**src/rtl/pipe_stage_regs.sv**
```systemverilog
// Fetch PC, IF/ID and ID/EX pipeline registers for the five-stage MIPS core,
// driven by the hazard unit's stall/flush controls and decode-stage redirects.
module pipe_stage_regs #(
    parameter logic [31:0] RESET_PC = 32'h0000_0000,
    parameter int          CTRL_W   = 8,
    parameter int          CNT_W    = 16
) (
    input  logic              clk,
    input  logic              reset_n,
    input  logic              stallF,
    input  logic              stallD,
    input  logic              flushE,
    input  logic              pcsrcD,
    input  logic [31:0]       pcbranchD,
    input  logic              jumpD,
    input  logic [31:0]       pcjumpD,
    input  logic [31:0]       instrF,
    input  logic [CTRL_W-1:0] ctrlD,
    input  logic [4:0]        rsD,
    input  logic [4:0]        rtD,
    input  logic [4:0]        rdD,
    output logic [31:0]       pcF,
    output logic [31:0]       instrD,
    output logic [31:0]       pcplus4D,
    output logic              validD,
    output logic [CTRL_W-1:0] ctrlE,
    output logic [4:0]        rsE,
    output logic [4:0]        rtE,
    output logic [4:0]        rdE,
    output logic              validE,
    output logic [CNT_W-1:0]  stall_cnt,
    output logic [CNT_W-1:0]  redirect_cnt
);

    localparam logic [CNT_W-1:0] CNT_MAX = '1;
    localparam logic [CNT_W-1:0] CNT_ONE = {{(CNT_W-1){1'b0}}, 1'b1};

    logic        redirD;
    logic [31:0] pcplus4F;
    logic [31:0] pcNext;

    // A redirect under stallD is dropped: its operands are not forwarded yet.
    assign redirD   = (pcsrcD | jumpD) & ~stallD;
    assign pcplus4F = pcF + 32'd4;

    always_comb begin
        pcNext = pcplus4F;
        if (stallF) begin
            pcNext = pcF;
        end else if (jumpD && !stallD) begin
            pcNext = pcjumpD;
        end else if (redirD) begin
            pcNext = pcbranchD;
        end
    end

    always_ff @(posedge clk) begin
        if (!reset_n) begin
            pcF <= RESET_PC;
        end else begin
            pcF <= pcNext;
        end
    end

    // validD/validE mark a stage holding a real instruction; every bubble or
    // killed slot carries all-zero fields with its valid bit low.
    always_ff @(posedge clk) begin
        if (!reset_n) begin
            instrD   <= '0;
            pcplus4D <= '0;
            validD   <= 1'b0;
        end else if (stallD) begin
            instrD   <= instrD;
            pcplus4D <= pcplus4D;
            validD   <= validD;
        end else if (redirD) begin
            instrD   <= '0;
            pcplus4D <= '0;
            validD   <= 1'b0;
        end else begin
            instrD   <= instrF;
            pcplus4D <= pcplus4F;
            validD   <= 1'b1;
        end
    end

    always_ff @(posedge clk) begin
        if (!reset_n || flushE) begin
            ctrlE  <= '0;
            rsE    <= '0;
            rtE    <= '0;
            rdE    <= '0;
            validE <= 1'b0;
        end else begin
            ctrlE  <= ctrlD;
            rsE    <= rsD;
            rtE    <= rtD;
            rdE    <= rdD;
            validE <= validD;
        end
    end

    // Performance counters stick at all-ones instead of wrapping.
    always_ff @(posedge clk) begin
        if (!reset_n) begin
            stall_cnt    <= '0;
            redirect_cnt <= '0;
        end else begin
            if (stallD && stall_cnt != CNT_MAX) begin
                stall_cnt <= stall_cnt + CNT_ONE;
            end
            if (redirD && redirect_cnt != CNT_MAX) begin
                redirect_cnt <= redirect_cnt + CNT_ONE;
            end
        end
    end

endmodule
```
**config.mk**
```make
export PLATFORM = sky130hd
export DESIGN_NAME = pipe_stage_regs
export DESIGN_NICKNAME = d
export VERILOG_FILES = /design/src/rtl/pipe_stage_regs.sv
export SDC_FILE = /design/constraint.sdc
export NUM_CORES = 1
export LEC_CHECK = 0
export CAP_MARGIN = 0
export CORE_MARGIN = 10
export CORE_UTILIZATION = 45
export CTS_BUF_LIST = sky130_fd_sc_hd__clkbuf_4 sky130_fd_sc_hd__clkbuf_8
export DETAILED_ROUTE_END_ITERATION = 12
export GPL_TIMING_DRIVEN = 0
export PLACE_DENSITY = 0.85
export SETUP_SLACK_MARGIN = 0.05
export SYNTH_ARGS = -nofsm -noshare
export SYNTH_HDL_FRONTEND = slang
export SYNTH_SLANG_ARGS = --single-unit
```
**constraint.sdc**
```tcl
create_clock -name clk -period 2.4 [get_ports clk]
set_input_delay 0.24 -clock clk [delete_from_list [all_inputs] [get_ports clk]]
set_output_delay 0.24 -clock clk [all_outputs]
set_load 0.01 [all_outputs]
```
==> results by group <==
Status
  • Status: complete, no violations

Power and ir drop
  • Net Sw Frac: 0.2908
  • Comb power frac: 0.167
  • Pwr/cell area: 546.1 nW/um2
  • P_sw: 0.001639 W
  • Power Internal: 0.003996 W
  • Cell leakage power: 3.824 nW
  • Worst IR Drop VDD: 0.4484 mV
  • Tot Pwr: 0.005636 W
  • Register share of total power: 0.483
  • Clock Power Share: 0.350

Yosys
  • Cell area after synthesis: 6855 um2
  • Largest family of logic cells by synthesized area: simple AND/OR/NAND/NOR gates
  • Synth Area in Adders: 0.005475
  • Compound-Gate Fraction of Synth Area: 0.1816
  • Area leader, netlist: dfxtp_1
  • Count of unique library cells instantiated by Yosys: 61
  • Post-synthesis mux area share: 0.003103
  • Register area share after synthesis: 0.4468
  • Synth Instances: 847
  • Count leader, synth: dfxtp_1
  • Flops & latches, synth: 153
  • Syn nets: 976
  • Synth warn: 0
  • XOR/XNOR Fraction of Synth Area: 0.06516
  • Post-synth top flop: dfxtp_1
  • Top cell type's share of synthesized area: 0.4468
  • Post-synth ARST share: 0
  • Post-synth EDFFs: 0
  • Synth top cells by count: 153 x dfxtp_1, 126 x nor2_1, 104 x nand2_1, 81 x a21oi_1
  • Simple-gate portion of the synthesized area: 0.2619
  • Synthesized area per cell: 8.094 um2
  • Synth top area cells: dfxtp_1 45%, nor2_1 6.9%, a21oi_1 5.9%

Setup path
  • FF-to-FF path depth: 7
  • CP Launch Type: input pin
  • Crit Path Max Fanout: 10
  • R2R Path End: pcF[20]
  • Critical path arrival: 2570 ps
  • Crit Path Category: input pin to register
  • Worst endpoint required time: 2790 ps
  • Critical Path Sink Type: register
  • R2R setup slack: 260 ps
  • FF-to-FF Start: pcF[3]

Timing
  • Worst-Margin Slew: 831.5 ps
  • Fmax: 459.1 MHz
  • Fin. Hold Viols: 0
  • Tmin final: 2178 ps
  • Max-slew violation count: 0
  • Fraction of the cycle the final worst path needs: 0.9076
  • Post-route worst setup slack: 221.7 ps
  • Fin Clk Skew: 9.179 ps
  • Max_slew headroom: 0.4410
  • Final setup viols: 0
  • RSZ-0062 raised after global routing: no
  • Worst hold slack: 325.0 ps

Clocking
  • CTS tree: yes
  • TritonCTS Buffers: 17
  • Clk sinks: 153
  • Root Buffer: clkbuf_8
  • Worst-path clk slew: 90 ps
  • Clk buf depth: 2
  • Worst-Skew Late Latency: 460 ps
  • H-tree levels: 4

Route
  • Max Used Layer: met4
  • Vias per inst: 5.530
  • DR iter-0 viols: 654
  • Vias after detailed routing: 7,465
  • Total Wirelength: 26,700 um
  • Met3 routed WL: 2502 um
  • DRT met1 WL: 10,530 um
  • Avg WL per Cell: 19.77 um
  • DRC Markers: 0
  • Drt pass-1 iters: 6
  • Met2 wire length: 12,810 um
  • Antenna viol nets, final: 0

Global routing
  • First-pass GRT wire length: 39,880 um
  • Vias in the first global route: 7,226
  • Total grt overflow: 0
  • Tot GR Track Use: 0.2478
  • Pin count of the biggest net entering global routing: 17
  • Initial antenna violation count: 0

Die
  • Core Box Area: 15,090 um2
  • Full die area: 20,570 um2
  • Die H: 143.4 um
  • I/O Pins: 279
  • Starting Density: 0.4543
  • Cell Rows: 45
  • Die span in x: 143.4 um

Place
  • Area after DPL: 9873 um2
  • Port bufs: 278
  • GPL Wtd Cong: 0.9258
  • DP HPWL: 20,120 um
  • Dpl ws: -887.6 ps

Min path
  • Hold Path Class: input pin to register
  • Worst Hold End: ctrlE[7]
  • Hold path depth: 2
  • Hold path start: ctrlD[7]

Final layout
  • Post-route cell area: 10,320 um2
  • NumNets Final: 1,278
  • Antenna diode count: 0
  • Final core occ: 0.6839
  • Layout cells sized above 1: 0.05852
  • Layout area overhead: 50.54%

Job
  • Max Cap Violations: 0
[repair_timing]
| item | 4_1_cts | 5_1_grt |
|---|---|---|
| pin swaps | 1 | 1 |
| resized for setup | 3 | 5 |
| hold buffers | 0 | 0 |
| endpoints found under the setup margin | 54 | 18 |
| buffers inserted | 3 | 2 |
[routing by layer]
| layer | vias to the layer above | global-route usage |
|---|---|---|
| met2 | 363 | 0.4075 |
| li1 | 3579 | - |
| met4 | 0 | 0.1032 |
| met3 | 65 | 0.07492 |
| met1 | 3458 | 0.2941 |
| met5 | - | 0 |
[power groups by stage]
stage / Sequential, W / Clock (W) / Combinational, W
2_1_floorplan: 0.00281 / 0 / 0.000338
6_report: 0.00272 / 0.00197 / 0.000943
3_3_place_gp: 0.00277 / 0 / 0.000923
4_1_cts: 0.00272 / 0.00198 / 0.000941
3_5_place_dp: 0.00278 / 0 / 0.000931
5_1_grt: 0.00274 / 0.00208 / 0.00101
[layout by cell type (no fill, tap or decap), types with 5 or more instances in the layout]
cell type        instances
buf_1                    7
a31oi_1                  6
inv_6                    5
o22ai_1                  9
clkdlybuf4s50_1        278
and2_1                  29
o221a_2                  7
o221ai_1                 5
clkbuf_1                41
and4_1                   7
a22oi_1                 10
inv_1                    7
nor2_1                 126
nor3_1                  21
xnor2_1                 22
nand3_1                 24
a21oi_1                 81
buf_4                    5
nand2_1                104
and3_1                  15
o211ai_1                 5
dfxtp_1                152
clkbuf_8                18
nand4_1                 18
xor2_1                  29
or3_1                    7
o21ai_0                 44
[worst max-delay path: stages]
cell and delay [ps]:
clkdlybuf4s50_1 580, clkbuf_1 500, clkbuf_1 530, clkbuf_1 440
a21oi_1 130, nor2_1 140
[cell families after synthesis]
group	after synthesis
mux	2
flops	153
buf+inv	64
simple gates	373
fa+ha+maj	3
compound gates	201
xor+xnor	51
[worst max-delay path by stage]
stage                 from        end  slack [ps]  depth (start not counted)
floorplan           pcF[2]    pcF[20]         450                          6
global placement     jumpD    pcF[11]        -890                          8
detailed placement   jumpD    pcF[11]        -890                          8
CTS                 pcF[2]    pcF[20]         100                          7
global route        stallD    pcF[25]          60                          7
finish              stallD  instrD[6]         220                          6
[sequential cells by signal (all words and copies together) (netlist names)]
| register | flops |
|---|---|
| validD | 1 |
| pcF | 32 |
| redirect_cnt | 16 |
| rsE | 5 |
| ctrlE | 8 |
| rtE | 5 |
| instrD | 32 |
| rdE | 5 |
| validE | 1 |
| pcplus4D | 32 |
| stall_cnt | 16 |
[area by class of cell]
type / count / area, um2
Buffer: 56 / 220.2
Sequential cell: 153 / 3064
Clock buffer: 18 / 247.7
Clock inverter: 14 / 138.9
Timing Repair Buffer: 283 / 2820
Inverter: 8 / 30.03
Multi-Input combinational cell: 630 / 3563
Tap cell: 188 / 235.2
Fill cell: 1273 / 4770
[through the flow]
stage,cells,TNS (ps)
5_1_grt,1350,0
6_report,1350,0
3_5_place_dp,1313,-36440
3_3_place_gp,1313,-30890
2_1_floorplan,847,0
4_1_cts,1348,0
No activity file was read; power rests on OpenSTA's default activity.
